## config.mk

```make
export PLATFORM = sky130hd
export DESIGN_NAME = bombjack_rom_loader
export DESIGN_NICKNAME = d
export VERILOG_FILES = /design/src/rtl/bombjack_rom_loader_pkg.sv /design/src/rtl/bombjack_rom_loader_port.sv /design/src/rtl/bombjack_rom_loader.sv
export SDC_FILE = /design/constraint.sdc
export NUM_CORES = 1
export LEC_CHECK = 0
export BUFFER_PORTS_ARGS = -buffer_cell sky130_fd_sc_hd__buf_2
export CORE_MARGIN = 2
export CORE_UTILIZATION = 50
export CTS_BUF_LIST = sky130_fd_sc_hd__clkbuf_2
export DETAILED_ROUTE_END_ITERATION = 8
export PLACE_DENSITY = 0.74
export SYNTH_ARGS = -nofsm -noshare
export SYNTH_HDL_FRONTEND = slang
export SYNTH_SLANG_ARGS = --single-unit
```

## constraint.sdc

```tcl
create_clock -name clk_sys -period 2.71 [get_ports clk_sys]
set_input_delay 0.271 -clock clk_sys [delete_from_list [all_inputs] [get_ports clk_sys]]
set_output_delay 0.271 -clock clk_sys [all_outputs]
set_load 0.02 [all_outputs]
```

## src/rtl/bombjack_rom_loader_pkg.sv

```systemverilog
// Shared definitions for the Bomb Jack ROM loader: address map, the
// SDRAM write entry carried through each port FIFO, and port FSM states.
package bombjack_loader_pkg;

  localparam logic [24:0] CPU_BASE = 25'h000_0000;
  localparam logic [24:0] GFX_BASE = 25'h000_C000;
  localparam logic [24:0] ROM_END  = 25'h001_8000;

  typedef struct packed {
    logic [22:0] a;
    logic [1:0]  ds;
    logic [15:0] d;
  } wr_entry_t;

  typedef enum logic {
    ST_IDLE = 1'b0,
    ST_WAIT = 1'b1
  } port_state_t;

endpackage

```

## src/rtl/bombjack_rom_loader_port.sv

```systemverilog
// One SDRAM write port: a 2-entry FIFO of write entries drained by a
// toggle-handshake FSM (one outstanding request at a time).
module loader_port
  import bombjack_loader_pkg::*;
(
  input  logic        clk,
  input  logic        rst_n,
  input  logic        push,
  input  logic [40:0] push_data,
  input  logic        ack,
  output logic        req,
  output logic [22:0] a,
  output logic [1:0]  ds,
  output logic [15:0] d,
  output logic        overflow,
  output logic        idle
);

  port_state_t state_q, state_d;
  wr_entry_t   mem_q [2];
  wr_entry_t   mem_d [2];
  wr_entry_t   head;
  logic        wr_ptr_q, wr_ptr_d;
  logic        rd_ptr_q, rd_ptr_d;
  logic [1:0]  count_q, count_d;
  logic        req_q, req_d;
  logic [22:0] a_q, a_d;
  logic [1:0]  ds_q, ds_d;
  logic [15:0] d_q, d_d;
  logic        pop, full, wr_en;

  // A full FIFO still accepts a push when the head retires in the same cycle.
  always_comb begin
    head     = mem_q[rd_ptr_q];
    pop      = (state_q == ST_WAIT) && (ack == req_q);
    full     = (count_q == 2'd2);
    wr_en    = push && (!full || pop);
    overflow = push && full && !pop;
    idle     = (state_q == ST_IDLE) && (count_q == 2'd0);
    mem_d    = mem_q;
    if (wr_en) mem_d[wr_ptr_q] = wr_entry_t'(push_data);
    wr_ptr_d = wr_en ? ~wr_ptr_q : wr_ptr_q;
    rd_ptr_d = pop ? ~rd_ptr_q : rd_ptr_q;
    count_d  = count_q + {1'b0, wr_en} - {1'b0, pop};
  end

  // Next state: issue when something is queued, retire when ack matches req.
  always_comb begin
    state_d = state_q;
    case (state_q)
      ST_IDLE: if (count_q != 2'd0) state_d = ST_WAIT;
      ST_WAIT: if (pop)             state_d = ST_IDLE;
      default:                      state_d = ST_IDLE;
    endcase
  end

  // Port outputs load only when a request is issued, so they hold through WAIT.
  always_comb begin
    req_d = req_q;
    a_d   = a_q;
    ds_d  = ds_q;
    d_d   = d_q;
    if (state_q == ST_IDLE && count_q != 2'd0) begin
      req_d = ~req_q;
      a_d   = head.a;
      ds_d  = head.ds;
      d_d   = head.d;
    end
  end

  // State register; a reset abandons any in-flight request.
  always_ff @(posedge clk) begin
    if (!rst_n) state_q <= ST_IDLE;
    else        state_q <= state_d;
  end

  // FIFO control and port output registers.
  always_ff @(posedge clk) begin
    if (!rst_n) begin
      wr_ptr_q <= 1'b0;
      rd_ptr_q <= 1'b0;
      count_q  <= 2'd0;
      req_q    <= 1'b0;
      a_q      <= '0;
      ds_q     <= '0;
      d_q      <= '0;
    end else begin
      wr_ptr_q <= wr_ptr_d;
      rd_ptr_q <= rd_ptr_d;
      count_q  <= count_d;
      req_q    <= req_d;
      a_q      <= a_d;
      ds_q     <= ds_d;
      d_q      <= d_d;
    end
  end

  // FIFO storage carries data only and needs no reset.
  always_ff @(posedge clk) begin
    mem_q <= mem_d;
  end

  assign req = req_q;
  assign a   = a_q;
  assign ds  = ds_q;
  assign d   = d_q;

endmodule

```

## src/rtl/bombjack_rom_loader.sv

```systemverilog
// Bomb Jack ROM loader: splits the index-0 ioctl byte stream into CPU and
// graphics SDRAM write ports and reports load completion and dropped bytes.
module bombjack_rom_loader
  import bombjack_loader_pkg::*;
(
  input  logic        clk_sys,
  input  logic        RESETn,
  input  logic        ioctl_downl,
  input  logic [7:0]  ioctl_index,
  input  logic        ioctl_wr,
  input  logic [24:0] ioctl_addr,
  input  logic [7:0]  ioctl_dout,
  output logic        port1_req,
  input  logic        port1_ack,
  output logic [22:0] port1_a,
  output logic [1:0]  port1_ds,
  output logic [15:0] port1_d,
  output logic        port2_req,
  input  logic        port2_ack,
  output logic [22:0] port2_a,
  output logic [1:0]  port2_ds,
  output logic [15:0] port2_d,
  output logic        rom_loaded,
  output logic        overflow,
  output logic [15:0] dropped
);

  logic        wr_prev_q, wr_prev_d;
  logic        downl_prev_q, downl_prev_d;
  logic        push_cpu_q, push_cpu_d;
  logic        push_gfx_q, push_gfx_d;
  logic        oor_q, oor_d;
  wr_entry_t   entry_q, entry_d;
  logic        loading_q, loading_d;
  logic        rom_loaded_q, rom_loaded_d;
  logic        overflow_q, overflow_d;
  logic [15:0] dropped_q, dropped_d;

  logic        accept, dl_start, in_cpu, in_gfx, drop_evt;
  logic [23:0] rel_cpu;
  logic [20:0] rel_gfx;
  wr_entry_t   entry_cpu, entry_gfx;
  logic        ovf1, ovf2, idle1, idle2;

  // Byte acceptance and region decode; graphics bytes are interleaved by bit 14/13.
  always_comb begin
    accept    = ioctl_wr && !wr_prev_q && ioctl_downl && (ioctl_index == 8'd0);
    dl_start  = ioctl_downl && !downl_prev_q && (ioctl_index == 8'd0);
    in_cpu    = (ioctl_addr < GFX_BASE);
    in_gfx    = (ioctl_addr >= GFX_BASE) && (ioctl_addr < ROM_END);
    rel_cpu   = ioctl_addr[23:0] - CPU_BASE[23:0];
    rel_gfx   = ioctl_addr[20:0] - GFX_BASE[20:0];
    entry_cpu.a  = rel_cpu[23:1];
    entry_cpu.ds = {rel_cpu[0], ~rel_cpu[0]};
    entry_cpu.d  = {ioctl_dout, ioctl_dout};
    entry_gfx.a  = {3'b000, rel_gfx[20:15], rel_gfx[12:0], rel_gfx[14]};
    entry_gfx.ds = {rel_gfx[13], ~rel_gfx[13]};
    entry_gfx.d  = {ioctl_dout, ioctl_dout};
  end

  // Status tracking: clear on index-0 download start, flag load done once drained.
  always_comb begin
    wr_prev_d    = ioctl_wr;
    downl_prev_d = ioctl_downl;
    push_cpu_d   = accept && in_cpu;
    push_gfx_d   = accept && in_gfx;
    oor_d        = accept && !in_cpu && !in_gfx;
    entry_d      = in_cpu ? entry_cpu : entry_gfx;
    drop_evt     = oor_q || ovf1 || ovf2;
    overflow_d   = overflow_q || ovf1 || ovf2;
    dropped_d    = dropped_q;
    if (drop_evt && dropped_q != 16'hFFFF) dropped_d = dropped_q + 16'd1;
    loading_d    = loading_q;
    rom_loaded_d = rom_loaded_q;
    if (loading_q && !ioctl_downl && idle1 && idle2 && !push_cpu_q && !push_gfx_q) begin
      rom_loaded_d = 1'b1;
      loading_d    = 1'b0;
    end
    if (dl_start) begin
      rom_loaded_d = 1'b0;
      overflow_d   = 1'b0;
      dropped_d    = 16'd0;
      loading_d    = 1'b1;
    end
  end

  // Control and status registers.
  always_ff @(posedge clk_sys) begin
    if (!RESETn) begin
      wr_prev_q    <= 1'b0;
      downl_prev_q <= 1'b0;
      push_cpu_q   <= 1'b0;
      push_gfx_q   <= 1'b0;
      oor_q        <= 1'b0;
      loading_q    <= 1'b0;
      rom_loaded_q <= 1'b0;
      overflow_q   <= 1'b0;
      dropped_q    <= 16'd0;
    end else begin
      wr_prev_q    <= wr_prev_d;
      downl_prev_q <= downl_prev_d;
      push_cpu_q   <= push_cpu_d;
      push_gfx_q   <= push_gfx_d;
      oor_q        <= oor_d;
      loading_q    <= loading_d;
      rom_loaded_q <= rom_loaded_d;
      overflow_q   <= overflow_d;
      dropped_q    <= dropped_d;
    end
  end

  // Decoded entry waiting one cycle for its FIFO push; qualified by push_*_q.
  always_ff @(posedge clk_sys) begin
    entry_q <= entry_d;
  end

  loader_port u_port1 (
    .clk       (clk_sys),
    .rst_n     (RESETn),
    .push      (push_cpu_q),
    .push_data (entry_q),
    .ack       (port1_ack),
    .req       (port1_req),
    .a         (port1_a),
    .ds        (port1_ds),
    .d         (port1_d),
    .overflow  (ovf1),
    .idle      (idle1)
  );

  loader_port u_port2 (
    .clk       (clk_sys),
    .rst_n     (RESETn),
    .push      (push_gfx_q),
    .push_data (entry_q),
    .ack       (port2_ack),
    .req       (port2_req),
    .a         (port2_a),
    .ds        (port2_ds),
    .d         (port2_d),
    .overflow  (ovf2),
    .idle      (idle2)
  );

  assign rom_loaded = rom_loaded_q;
  assign overflow   = overflow_q;
  assign dropped    = dropped_q;

endmodule

```

### Word-level counts from Yosys, hierarchy flattened

Index checks and enable logic that the tools add are counted.

| cells by class | value |
|---|---|
| add/sub/neg operators | 6 |
| magnitude comparators | 9 |
| equal/unequal tests | 5 |
| multiplexer cells | 21 |
| bitwise gates (word level) | 15 |
| reduce and logical (&&, ||, !) cells | 54 |

Operators with widths:

| kind | count |
|---|---|
| 2-to-1 mux 41 bit | 8 |
| bitwise mux 82 bit | 2 |
| demux 41 bit (select 1 bit) | 2 |
| 2-to-1 mux 38 bit | 1 |
| logical AND 1 bit | 30 |
| greater-or-equal comparator 25 x 16 -> 1 bit, second input constant | 1 |
| < comparator 25 x 16 -> 1 bit, second input constant | 1 |
| < comparator 25 x 17 -> 1 bit, second input constant | 1 |
| subtractor 21 x 16 -> 21 bit, second input constant | 1 |
| adder 16 x 1 -> 16 bit, second input constant | 1 |
| != test 16 bit, second input constant | 1 |
| zero test 1 bit | 11 |
| NOT 1 bit | 11 |
| greater-or-equal comparator 2 bit, second input constant | 4 |
| zero test 8 bit | 1 |
| NOT 1 -> 2 bit | 4 |
| logical OR 1 bit | 6 |
| 2-to-1 mux 1 bit | 6 |
| nonzero test 2 bit | 3 |
| adder 2 x 1 -> 2 bit | 2 |
| equality test 2 bit, second input constant | 2 |
| zero test 2 bit | 2 |
| < comparator 2 x 1 -> 1 bit, second input constant | 2 |
| case mux 1 bit (2 select lines) | 2 |
| 3 further kinds | 5 |

| word-level totals | value |
|---|---|
| flip-flop bits (word level) | 323 |
| input port bits | 47 |
| output and inout port bits | 102 |
| word-level logic and storage cells | 151 |

### Longest topological paths before layout

Gate-level depths: netlist (run 1).

| logic depth | value |
|---|---|
| depth in word-level cells | 8 |
| gate-level depth with buffers | 9 |
| depth with buffers taken out | 9 |

### Hierarchy

A second synthesis (run 1) with hierarchy kept.

| second synthesis, totals | value |
|---|---|
| cells, all modules | 812 |
| area total of the unflattened synthesis | 11813.8 um2 |

Modules (own cells, without submodules):

| module | times used | cells an instance | area each (um2) | sequential area each (um2) |
|---|---|---|---|---|
| loader_port | 2 | 302 | 4790.8 | 3403.3 |
| bombjack_rom_loader | 1 | 208 | 2232.1 | 1141.1 |

### Worst setup path after synthesis (run 1)

No wires, ideal clock.

| timing | value |
|---|---|
| path kind | register to register |
| start point | register u_port1.req_q (netlist: u_port1.req) |
| end point | register u_port1.mem_q[48] in the netlist's numbering, enable pin |
| library setup time | 0.427 ns |
| data arrival time | 2.609 ns |
| required time | 2.283 ns |
| setup slack | -0.326 ns |
| stages on the path, launching flop included | 5 |
| path buffers | 0 |
| clock period less this slack | 3.036 ns |
| cell sequence | dfxtp_1 > xnor2_1 > nand2_1 > a31oi_1 > nor2b_1 |

| between the ends | value |
|---|---|
| word-level cells in the longest chain between the ends | 4 |

Ends and longest elaborated chain:

| item | RTL line | text |
|---|---|---|
| start, declared | bombjack_rom_loader_port.sv:26 | `logic req_q, req_d;` |
| start signal, assigned | bombjack_rom_loader_port.sv:91 | `req_q <= req_d;` |
| equality test 1 bit | bombjack_rom_loader_port.sv:35 | `pop = (state_q == ST_WAIT) && (ack == req_q);` |
| logical AND 1 bit | bombjack_rom_loader_port.sv:35 |  |
| logical OR 1 bit | bombjack_rom_loader_port.sv:37 | `wr_en = push && (!full \|\| pop);` |
| logical AND 1 bit | bombjack_rom_loader_port.sv:37 |  |
| net u_port1.wr_en | bombjack_rom_loader_port.sv:30 | `logic pop, full, wr_en;` |
| end signal, assigned | bombjack_rom_loader_port.sv:100 | `mem_q <= mem_d;` |
| end, declared | bombjack_rom_loader_port.sv:20 | `wr_entry_t mem_q [2];` |

The timed path passes the listed nets, and every way through them passes these cells.
A chain may end at the register's enable or synchronous reset.

### Final worst setup path (run 1)

| timing | value |
|---|---|
| start point | input ioctl_addr[20] |
| end point | register push_gfx_q |

| between the ends | value |
|---|---|
| word-level cells in the longest chain between the ends | 3 |
| elaborated cells between the ends (all ways) | 4 |
| those cells by class | order compare: 2; reduce/logical: 2 |

Ends and longest elaborated chain:

| item | RTL line | text |
|---|---|---|
| start, declared | bombjack_rom_loader.sv:11 | `input logic [24:0] ioctl_addr,` |
| greater-or-equal comparator 25 x 16 -> 1 bit / < comparator 25 x 17 -> 1 bit (equally long branches) | bombjack_rom_loader.sv:50 | `in_gfx = (ioctl_addr >= GFX_BASE) && (ioctl_addr < ROM_END);` |
| logical AND 1 bit * | bombjack_rom_loader.sv:50 |  |
| logical AND 1 bit * | bombjack_rom_loader.sv:66 | `push_gfx_d = accept && in_gfx;` |
| end signal, assigned | bombjack_rom_loader.sv:103 | `push_gfx_q <= push_gfx_d;` |
| end, declared | bombjack_rom_loader.sv:31 | `logic push_gfx_q, push_gfx_d;` |

Every way passes the cells marked *; elsewhere a longest branch is shown, timed or not.

==> results of run 1 <==
==> layout make-up <==
class	instances	area [µm²]
timing repair buffer	221	1450
antenna	1	2.50
multi-input combinational	387	2690
sequential	267	6670
inverter	13	48.8
clock inverter	12	51.3
fill	1514	7030
tap	260	325
clock buffer	113	566
==> synthesized netlist by cell type, drive strengths merged <==
cell    instances
clkbuf         24
dfxtp         135
and4            6
or4             5
a21o            2
buf            30
o22ai           1
a211oi         68
nor4            7
a21oi          15
nor4b           1
edfxtp        132
nor3            7
nor2b           1
nand3           7
nand2b          1
o21ai          13
and2            8
or3b            1
inv            13
nor3b           1
and3            2
mux2i          67
ha              6
nand4           7
o311ai          1
o31a            1
nand2          15
conb            1
a31oi           1
o21a            4
or3            10
mux2           14
nor2           92
xor2            6
xnor2          11
o31ai           3
==> routing by layer <==
metal  GRT usage (%)  vias up  routed length [µm]
met5               0        -                   0
met4            8.39        0                 431
met3            6.27       45                1330
met2            33.3      225                9790
met1            25.4     3033                8800
li1                -     3163                   -
==> power by group through the flow <==
| stage | clock [mW] | combinational [mW] | sequential (mW) |
|---|---|---|---|
| global placement | 0 | 1.95 | 4.97 |
| CTS | 2.72 | 2.04 | 4.89 |
| global route | 2.92 | 2.24 | 4.94 |
| finish | 2.64 | 2.03 | 4.89 |
| floorplan | 0 | 1.07 | 5.28 |
| detailed placement | 0 | 1.98 | 4.98 |
==> sequential cells by signal, indices dropped and copies added, names as in the netlist, 2 cells and up <==
name and count:
u_port1.ds 2, u_port2.mem_q 66, u_port2.d 8, entry_q 33
u_port1.count_q 2, u_port1.a 23, u_port1.d 8, dropped 16
u_port1.mem_q 66, u_port2.count_q 2, u_port2.ds 2, u_port2.a 23
==> through the flow <==
| stage | total power, mW | setup WS [ps] | cell area [µm²] |
|---|---|---|---|
| final | 9.56 | 103 | 11800 |
| after global routing | 10.1 | 161 | 11800 |
| after CTS | 9.65 | 169 | 11800 |
| after detailed placement | 6.96 | 361 | 10700 |
| after global placement | 6.92 | 464 | 10700 |
| after floorplan | 6.35 | 251 | 9660 |
==> kinds of logic (layout without fill, tap and decap cells) <==
| logic type | count (synthesis) | in the layout |
|---|---|---|
| other cells | 1 | 4 |
| simple gates | 171 | 171 |
| flops | 267 | 267 |
| buf+inv | 67 | 359 |
| compound gates | 109 | 109 |
| xor+xnor | 17 | 17 |
| mux | 81 | 81 |
| fa+ha+maj | 6 | 6 |
==> how the worst max path moves through the flow <==
stage,startpoint,to,depth (start not counted)
6_report,ioctl_addr[20],push_gfx_q,8
3_3_place_gp,ioctl_addr[21],entry_q[25],6
4_1_cts,ioctl_addr[20],push_gfx_q,8
3_5_place_dp,ioctl_addr[20],entry_q[24],6
5_1_grt,ioctl_addr[20],entry_q[20],8
2_1_floorplan,u_port2.req,u_port2.mem_q[48],5
==> worst reg2reg max path, cell delays in order (launching register included) <==
cell and delay [ps]:
dfxtp_1 360, xnor2_1 270, and2_1 250, o21ai_0 290
nor2_4 480, buf_4 290
==> cells in the final DEF (no fill, tap or decap), types with 13 or more instances in the layout <==
master and instances:
buf_2 148, dfxtp_1 133, edfxtp_1 132, clkbuf_2 113, nor2_1 88, mux2i_1 67
a211oi_1 66, dlygate4sd3_1 53, buf_4 18, nand2_1 15, a21oi_1 15, mux2_2 13
==> repair_timing <==
action / 4_1_cts / 5_1_grt
hold endpoints to repair: 53 / 0
resized for setup: 0 / 0
hold buffers: 53 / 0
==> out/metrics.yaml, run 1 <==
status:
  status: "completed"
critical_path:
  cp-start-kind: "input port"
  crit_path_cell_trace: "dlygate4sd3_1 -> buf_2 -> or4_4 -> nor4_4 -> dlygate4sd3_1 -> nand2_1 -> dlygate4sd3_1 -> nor3_1"
  cp.required_ps: 3380
  timing.rr.start: "u_port2.req"
  reg2reg_slack_ps: 450
  r2r_cells: 5
  cpMostUsedCell: "dlygate4sd3_1"
  path_class: "in2reg"
  worst_r2r_endpoint: "u_port2.mem_q[62]"
  cp.arrival_ps: 3280
  end_kind: "register"
  critical_path_buf_inv_count: 4
  critPathSlowestCell: "dlygate4sd3_1"
  path_delay_family: "buffers and inverters"
  path_max_fanout: 4
  critPathMaxStageDelay_ps: 690
clock_tree:
  numCtsBuffers: 68
  cts_sinks: 267
  cts.clk_slew.worst_paths_ps: 110
  clock_latency_ps: 780
  cts-root-buf: "clkbuf_2"
  htree_levels: 3
  cts_setup_buffers: 0
  cts_tree: "built"
  cts_max_path_buffers: 3
route:
  drt_iter0_markers: 245
  postRouteWirelength_um: 20400
  drc: 0
  ant_nets: 0
  dr.pass1.iters: 5
  via_count: 6466
  vias_per_cell: 5.08
  wl_per_cell_um: 16.0
grt:
  grt_max_degree: 55
  grt_pass1_wl_um: 32100
  track_usage_pct: 20.4
  antenna_found_initial: 1
  grt_overflow: 0
  grt_pass1_vias: 6491
sta:
  fin_setup_tns_ps: 0
  finalHoldViolCount: 0
  hold_slack_ps: 58.5
  clock.fmax_mhz: 384
  period_needed_ps: 2610
  setup_viol: 0
  relSlewSlack_pct: 51.2
  rsz0062_at_grt: "false"
  finalClockSkew_ps: 66.2
  finalCritPeriodShare_pct: 96.2
  slew_violations: 0
  worst_slew_pin_slew_ps: 723
power_and_ir_drop:
  power.switching_mw: 3.09
  combPwrFrac_pct: 21.3
  leakagePower_nw: 4.51
  pwr-share-seq_pct: 51.2
  powerDensity_nw_per_um2: 810
  p_int_mw: 6.47
  ir_worst_vdd_mv: 0.318
  clkPwrFrac_pct: 27.6
  switching_share_pct: 32.3
final_layout:
  syn_to_final_growth_pct: 22.4
  finish.utilization_pct: 62.7
  fin_cells: 1274
  drive_above_1_share_pct: 31.0
  nets: 1011
floorplanning:
  die_y_um: 143
  initial_core_util_pct: 51.2
  dieArea_um2: 20400
  rows: 50
  core_um2: 18800
  io_pins: 149
  die_x_um: 143
synth:
  ys_ff_latch: 267
  syn_area_per_cell_um2: 13.4
  synth_cell_type_count: 45
  ys_top_cells_by_area: "edfxtp_1 41%, dfxtp_1 28%, mux2i_1 7.0%, a211oi_1 5.1%, nor2_1 3.6%"
  synthAdderAreaFrac_pct: 0.779
  syn_area_um2: 9640
  synth_area_leader_cell: "edfxtp_1"
  yosysTopAreaCellShare_pct: 41.1
  seq_area_frac_synth_pct: 69.1
  postSynthCellCount: 719
  synth_compound_area_share_pct: 7.86
  synth-simple-area-share_pct: 8.62
  synth_xor_area_share_pct: 1.54
  synth.area.mux_share_pct: 8.59
  synth_top_family_by_area: "simple AND/OR/NAND/NOR gates"
  ys_warn_count: 0
min_path:
  hold_path.class: "in2reg"
  hold_path_depth: 5
  min_from: "ioctl_index[7]"
  min_to: "push_cpu_q"
place:
  hpwlAfterDp_um: 13100
  numPortBuffers: 148
  gp_congestion: 0.759
  dp.cells: 1095
job:
  cap_violations: 0
Power figures use the tool's default switching activity.
==> inputs of run 2 (changes only) <==
--- a/config.mk
+++ b/config.mk
@@ -10,7 +10,7 @@
 export CORE_UTILIZATION = 50
 export CTS_BUF_LIST = sky130_fd_sc_hd__clkbuf_2
 export DETAILED_ROUTE_END_ITERATION = 8
-export PLACE_DENSITY = 0.74
+export PLACE_DENSITY_LB_ADDON = 0.1
 export SYNTH_ARGS = -nofsm -noshare
 export SYNTH_HDL_FRONTEND = slang
 export SYNTH_SLANG_ARGS = --single-unit
==> run 2 against run 1 <==
Compared with the run above: worst hold slack worse by 2.1 ps; die area stayed put; largest cell class unchanged; flip-flop and latch count stayed put; clock skew is 37 ps lower; via count is 0.90% lower; combinational power hardly changed; highest routed layer unchanged; setup slack better by 15 ps.
==> out/metrics.yaml, run 2 (same netlist as run 1, synthesis figures left out) <==
power_and_ir_drop:
  leakagePower_nw: 4.54  # +0.56%
  powerDensity_nw_per_um2: 821  # +1.4%
  ir_worst_vdd_mv: 0.420  # +32%
min_path:
  hold_path.class: "in2reg"
floorplanning:
  dieArea_um2: 20400  # unchanged
  die_y_um: 143  # unchanged
  core_um2: 18800  # unchanged
  io_pins: 149  # unchanged
  initial_core_util_pct: 51.2  # unchanged
  die_x_um: 143  # unchanged
  rows: 50  # unchanged
grt:
  grt_pass1_vias: 6321  # -2.6%
  track_usage_pct: 20.1  # -0.27 points
  grt_max_degree: 63  # +15%
  grt_pass1_wl_um: 31800  # -1.1%
  antenna_found_initial: 1  # unchanged
  grt_overflow: 0  # unchanged
place:
  dp.cells: 1089  # -0.55%
  hpwlAfterDp_um: 12400  # -5.2%
  gp_congestion: 0.821  # +8.1%
  numPortBuffers: 148  # unchanged
route:
  wl_met3_um: 1010  # -24%
  drc: 0  # unchanged
  dr.max_layer_used: "met4"
  ant_nets: 0  # unchanged
  postRouteWirelength_um: 20100  # -1.1%
  via_count: 6408  # -0.90%
  wl_met1_um: 8970  # +1.9%
  dr.pass1.iters: 5  # unchanged
  vias_per_cell: 5.03  # -0.82%
  drt_iter0_markers: 259  # +5.7%
  wl_per_cell_um: 15.8  # -1.0%
  wl_met2_um: 9750  # -0.41%
sta:
  relSlewSlack_pct: 50.2  # -0.97 points
  fin_setup_tns_ps: 0  # unchanged
  slew_violations: 0  # unchanged
  rsz0062_at_grt: "false"
  period_needed_ps: 2590  # -15.1 ps
  setup_viol: 0  # unchanged
  finalClockSkew_ps: 29.1  # -37.1 ps
  clock.fmax_mhz: 386  # +0.58%
  worst_slew_pin_slew_ps: 739  # +15.8 ps
  finalHoldViolCount: 0  # unchanged
  hold_slack_ps: 56.4  # -2.07 ps
  finalCritPeriodShare_pct: 95.7  # -0.56 points
critical_path:
  cp.arrival_ps: 3290  # about the same
  cp-start-kind: "input port"
  path_class: "in2reg"
  critPathLaunch: "ioctl_addr[20]"
  end_kind: "register"
  crit_path_cell_trace: "dlygate4sd3_1 -> buf_2 -> or4_4 -> nor4_4 -> dlygate4sd3_1 -> nand2_1 -> nor3_1 -> dlygate4sd3_1"
  worst_r2r_endpoint: "u_port2.count_q[1]"
  r2r_cells: 8  # +3
  timing.rr.start: "u_port2.req"
  critPathSlowestCell: "dlygate4sd3_1"
  cp-endpoint: "push_gfx_q"
  critPathMaxStageDelay_ps: 680  # about the same
  cpMostUsedCell: "dlygate4sd3_1"
  reg2reg_slack_ps: 460  # about the same
  path_max_fanout: 4  # unchanged
  cp.required_ps: 3410  # +30 ps
final_layout:
  top_regs: "u_port1.mem_q (66), u_port2.mem_q (66), entry_q (33)"
  fin_cells: 1273  # -0.078%
  final_common_cell: "buf_2"
  drive_above_1_share_pct: 29.6  # -1.4 points
  final_cell_mix: "148 x buf_2, 133 x dfxtp_1, 132 x edfxtp_1"
  nets: 1008  # -0.30%
  syn_to_final_growth_pct: 23.7
clock_tree:
  htree_levels: 3  # unchanged
  cts-root-buf: "clkbuf_2"
  clock_latency_ps: 760  # -20 ps
  cts_tree: "built"
  cts_max_path_buffers: 3  # unchanged
  cts.clk_slew.worst_paths_ps: 110  # about the same
  cts_setup_buffers: 0  # unchanged
  cts_sinks: 267  # unchanged
  numCtsBuffers: 69  # +1.5%
status:
  status: "completed"
job:
  cap_violations: 0  # unchanged
[run 2: stage by stage]
stage / util (%) / worst slack, ps / power, mW / cell area [µm²]
floorplan: - / 251 / 6.35 / 9660
global placement: 56.7 / 564 / 6.93 / 10700
detailed placement: 56.7 / 491 / 6.98 / 10700
CTS: 63.4 / 44.0 / 9.94 / 11900
global route: 63.4 / 32.3 / 10.4 / 11900
finish: 63.4 / 118 / 9.80 / 11900
[run 2: worst min path at each step]
stage	from	end	slack, ps	cells past startpoint
2_1_floorplan	ioctl_dout[2]	entry_q[10]	300	0
3_3_place_gp	ioctl_dout[0]	entry_q[8]	380	1
3_5_place_dp	ioctl_dout[3]	entry_q[11]	370	1
4_1_cts	ioctl_index[3]	oor_q	20	5
5_1_grt	ioctl_addr[22]	push_cpu_q	7	5
6_report	ioctl_addr[23]	push_cpu_q	60	5
[run 2: area by class of cell]
type / instances / area (µm²)
tap: 260 / 325
multi-input combinational: 387 / 2690
clock inverter: 28 / 190
sequential: 267 / 6670
clock buffer: 100 / 500
inverter: 13 / 48.8
timing repair buffer: 217 / 1500
antenna: 1 / 2.50
fill: 1499 / 6900
[run 2: layer usage]
layer	global-route usage (%)	vias up
met5	0	-
met4	8.86	0
met3	4.80	34
met2	32.9	201
met1	25.7	3009
li1	-	3164
[run 2: power by group]
part           leakage [nW]  internal [mW]  total (mW)  switching (mW)
Clock                 0.517           1.29        2.87            1.58
Sequential             2.29           4.60        4.89           0.288
Combinational          1.73          0.791        2.03            1.24
[run 2: repair_timing]
item	CTS	global route
hold buffers	56	0
hold endpoints to repair	45	0
setup endpoints to repair	0	6
resized for setup	0	2
[run 2: critical path, delay by kind of cell]
family        cells  cell delay, ps
simple gates      4            1100
buf+inv           4            1910
==> inputs of run 3 (changes only) <==
--- a/config.mk
+++ b/config.mk
@@ -8,7 +8,7 @@
 export BUFFER_PORTS_ARGS = -buffer_cell sky130_fd_sc_hd__buf_2
 export CORE_MARGIN = 2
 export CORE_UTILIZATION = 50
-export CTS_BUF_LIST = sky130_fd_sc_hd__clkbuf_2
+export CTS_BUF_LIST = sky130_fd_sc_hd__clkbuf_4 sky130_fd_sc_hd__clkbuf_8
 export DETAILED_ROUTE_END_ITERATION = 8
 export PLACE_DENSITY_LB_ADDON = 0.1
 export SYNTH_ARGS = -nofsm -noshare
==> run 3 against run 2 <==
Compared with the run above: first-iteration DRC count fell by 7.3%; die area did not move; clock skew fell by 11 ps; combinational power barely moved; register-to-register slack improved by 30 ps; clock power rose by 20%; fmax rose by 2.4%; worst hold slack got worse by 23 ps; setup slack improved by 62 ps; flip-flop and latch count did not move; sequential power barely moved.
==> out/metrics.yaml, run 3 (same netlist as run 1, synthesis figures left out) <==
floorplanning:
  io_pins: 149  # unchanged
  dieArea_um2: 20400  # unchanged
  die_x_um: 143  # unchanged
  rows: 50  # unchanged
  die_y_um: 143  # unchanged
  core_um2: 18800  # unchanged
  initial_core_util_pct: 51.2  # unchanged
critical_path:
  timing.rr.start: "u_port2.req"
  critPathMaxStageDelay_ps: 550  # -130 ps
  cp.required_ps: 3130  # -280 ps
  critPathSlowestCell: "dlygate4sd3_1"
  crit_path_cell_trace: "dlygate4sd3_1 -> buf_2 -> or4_4 -> nor4_4 -> nand2_1 -> buf_4 -> mux2_2 -> dlygate4sd3_1"
  reg2reg_slack_ps: 490  # +30 ps
  path_max_fanout: 20  # +16
  path_delay_family: "buffers and inverters"
  cpMostUsedCell: "dlygate4sd3_1"
  worst_r2r_endpoint: "u_port2.count_q[1]"
  critPathLaunch: "ioctl_addr[20]"
  path_class: "in2reg"
  end_kind: "register"
  crit_cells: 8  # unchanged
  r2r_cells: 8  # unchanged
  cp-start-kind: "input port"
  critical_path_buf_inv_count: 4  # unchanged
  cp-endpoint: "entry_q[22]"
  cp.arrival_ps: 2960  # -330 ps
route:
  postRouteWirelength_um: 19400  # -3.7%
  dr.pass1.iters: 5  # unchanged
  vias_per_cell: 5.08  # +1.0%
  wl_per_cell_um: 16.1  # +2.1%
  via_count: 6106  # -4.7%
  ant_nets: 0  # unchanged
  drt_iter0_markers: 240  # -7.3%
  drc: 0  # unchanged
place:
  gp_congestion: 0.821  # unchanged
  hpwlAfterDp_um: 12400  # unchanged
  place_ws_ps: 491  # unchanged
  place_area_um2: 10700  # unchanged
  numPortBuffers: 148  # unchanged
clock_tree:
  clock_latency_ps: 540  # -220 ps
  cts_tree: "built"
  ctsHoldBuffers: 33  # -41%
  cts-root-buf: "clkbuf_8"
  numCtsBuffers: 43  # -38%
  cts_setup_buffers: 0  # unchanged
  cts-resized-gates: 0  # unchanged
  htree_levels: 2  # -1
  cts_sinks: 267  # unchanged
  cts_max_path_buffers: 3  # unchanged
  cts.clk_slew.worst_paths_ps: 60  # -50 ps
sta:
  finalCritPeriodShare_pct: 93.4  # -2.3 points
  rsz0062_at_grt: "false"
  finalHoldViolCount: 0  # unchanged
  slew_violations: 0  # unchanged
  finalClockSkew_ps: 17.7  # -11.3 ps
  worst_slew_pin_slew_ps: 742  # +3.14 ps
  setup_viol: 0  # unchanged
  fin_setup_tns_ps: 0  # unchanged
  period_needed_ps: 2530  # -61.8 ps
  clock.fmax_mhz: 395  # +2.4%
  setup_ws_ps: 179  # +61.8 ps
  relSlewSlack_pct: 50.0  # -0.21 points
grt:
  track_usage_pct: 19.3  # -0.86 points
  grt_overflow: 0  # unchanged
  grt_pass1_wl_um: 30500  # -3.9%
  grt_pass1_vias: 5947  # -5.9%
  grt_max_degree: 63  # unchanged
  antenna_found_initial: 0  # -1
final_layout:
  final_common_cell: "buf_2"
  nets: 960  # -4.8%
  top_regs: "u_port1.mem_q (66), u_port2.mem_q (66), entry_q (33)"
  diodes: 0  # -1
  syn_to_final_growth_pct: 23.4
  final_cell_mix: "148 x buf_2, 133 x dfxtp_1, 132 x edfxtp_1"
  drive_above_1_share_pct: 27.9  # -1.7 points
  design_area_um2: 11900  # -0.28%
status:
  status: "completed"
power_and_ir_drop:
  leakagePower_nw: 4.39  # -3.3%
  ir_worst_vdd_mv: 0.522  # +24%
  powerDensity_nw_per_um2: 871  # +6.0%
min_path:
  hold_path.class: "in2reg"
job:
  cap_violations: 0  # unchanged
-- run 3: changes by cell type in the layout (fill, tap and decap cells not counted), moves of 2 or more --
| cell | before | now |
|---|---|---|
| clkbuf_8 | 0 | 49 |
| bufinv_16 | 3 | 1 |
| inv_2 | 4 | 1 |
| clkinv_2 | 5 | 7 |
| clkbuf_2 | 100 | 0 |
| clkbuf_4 | 0 | 15 |
| clkinv_1 | 17 | 5 |
| dlygate4sd3_1 | 55 | 33 |
-- run 3: layer usage --
| metal | global-route usage [%] | wire, µm | vias up |
|---|---|---|---|
| met3 | 3.96 | 947 | 35 |
| met2 | 31.9 | 9360 | 162 |
| met5 | 0 | 0 | - |
| li1 | - | - | 3020 |
| met1 | 25.5 | 8680 | 2889 |
| met4 | 6.67 | 398 | 0 |
-- run 3: power breakdown --
part / switching, mW / total, mW / internal, mW
Clock: 1.49 / 3.45 / 1.96
Sequential: 0.285 / 4.90 / 4.61
Combinational: 1.24 / 2.01 / 0.771
-- run 3: worst reg2reg max path, cell delays in order, from the launching register on --
cell and delay, ps:
dfxtp_1 380, xnor2_1 120, and2_1 220, o21ai_0 620, inv_1 160, ha_1 250
xor2_1 170, xnor2_1 140, nor2_1 50
-- run 3: per-stage QoR --
| step | hold WS, ps | power (mW) | util, % | std cells |
|---|---|---|---|---|
| 3_5_place_dp | 375 | 6.98 | 56.7 | 1089 |
| 3_3_place_gp | 376 | 6.93 | 56.7 | 1089 |
| 6_report | 33.8 | 10.4 | 63.2 | 1201 |
| 5_1_grt | 22.2 | 10.9 | 63.2 | 1201 |
| 4_1_cts | 10.6 | 10.5 | 63.2 | 1201 |
| 2_1_floorplan | 299 | 6.35 | - | 721 |
-- run 3: area by class of cell --
cell class              count  area, µm²
clock buffers              64        787
clock inverters            15        100
fillers                  1463       6930
inverters                  13       48.8
multi-input cells         387       2690
flip-flops and latches    267       6670
well taps                 260        325
repair buffers            195       1280
-- run 3: worst min-delay path by stage --
stage	startpoint	to	cells after the start
6_report	ioctl_addr[24]	push_gfx_q	4
5_1_grt	ioctl_addr[10]	entry_q[27]	2
4_1_cts	ioctl_addr[24]	push_gfx_q	4
3_5_place_dp	ioctl_dout[3]	entry_q[11]	1
3_3_place_gp	ioctl_dout[0]	entry_q[8]	1
2_1_floorplan	ioctl_dout[2]	entry_q[10]	0
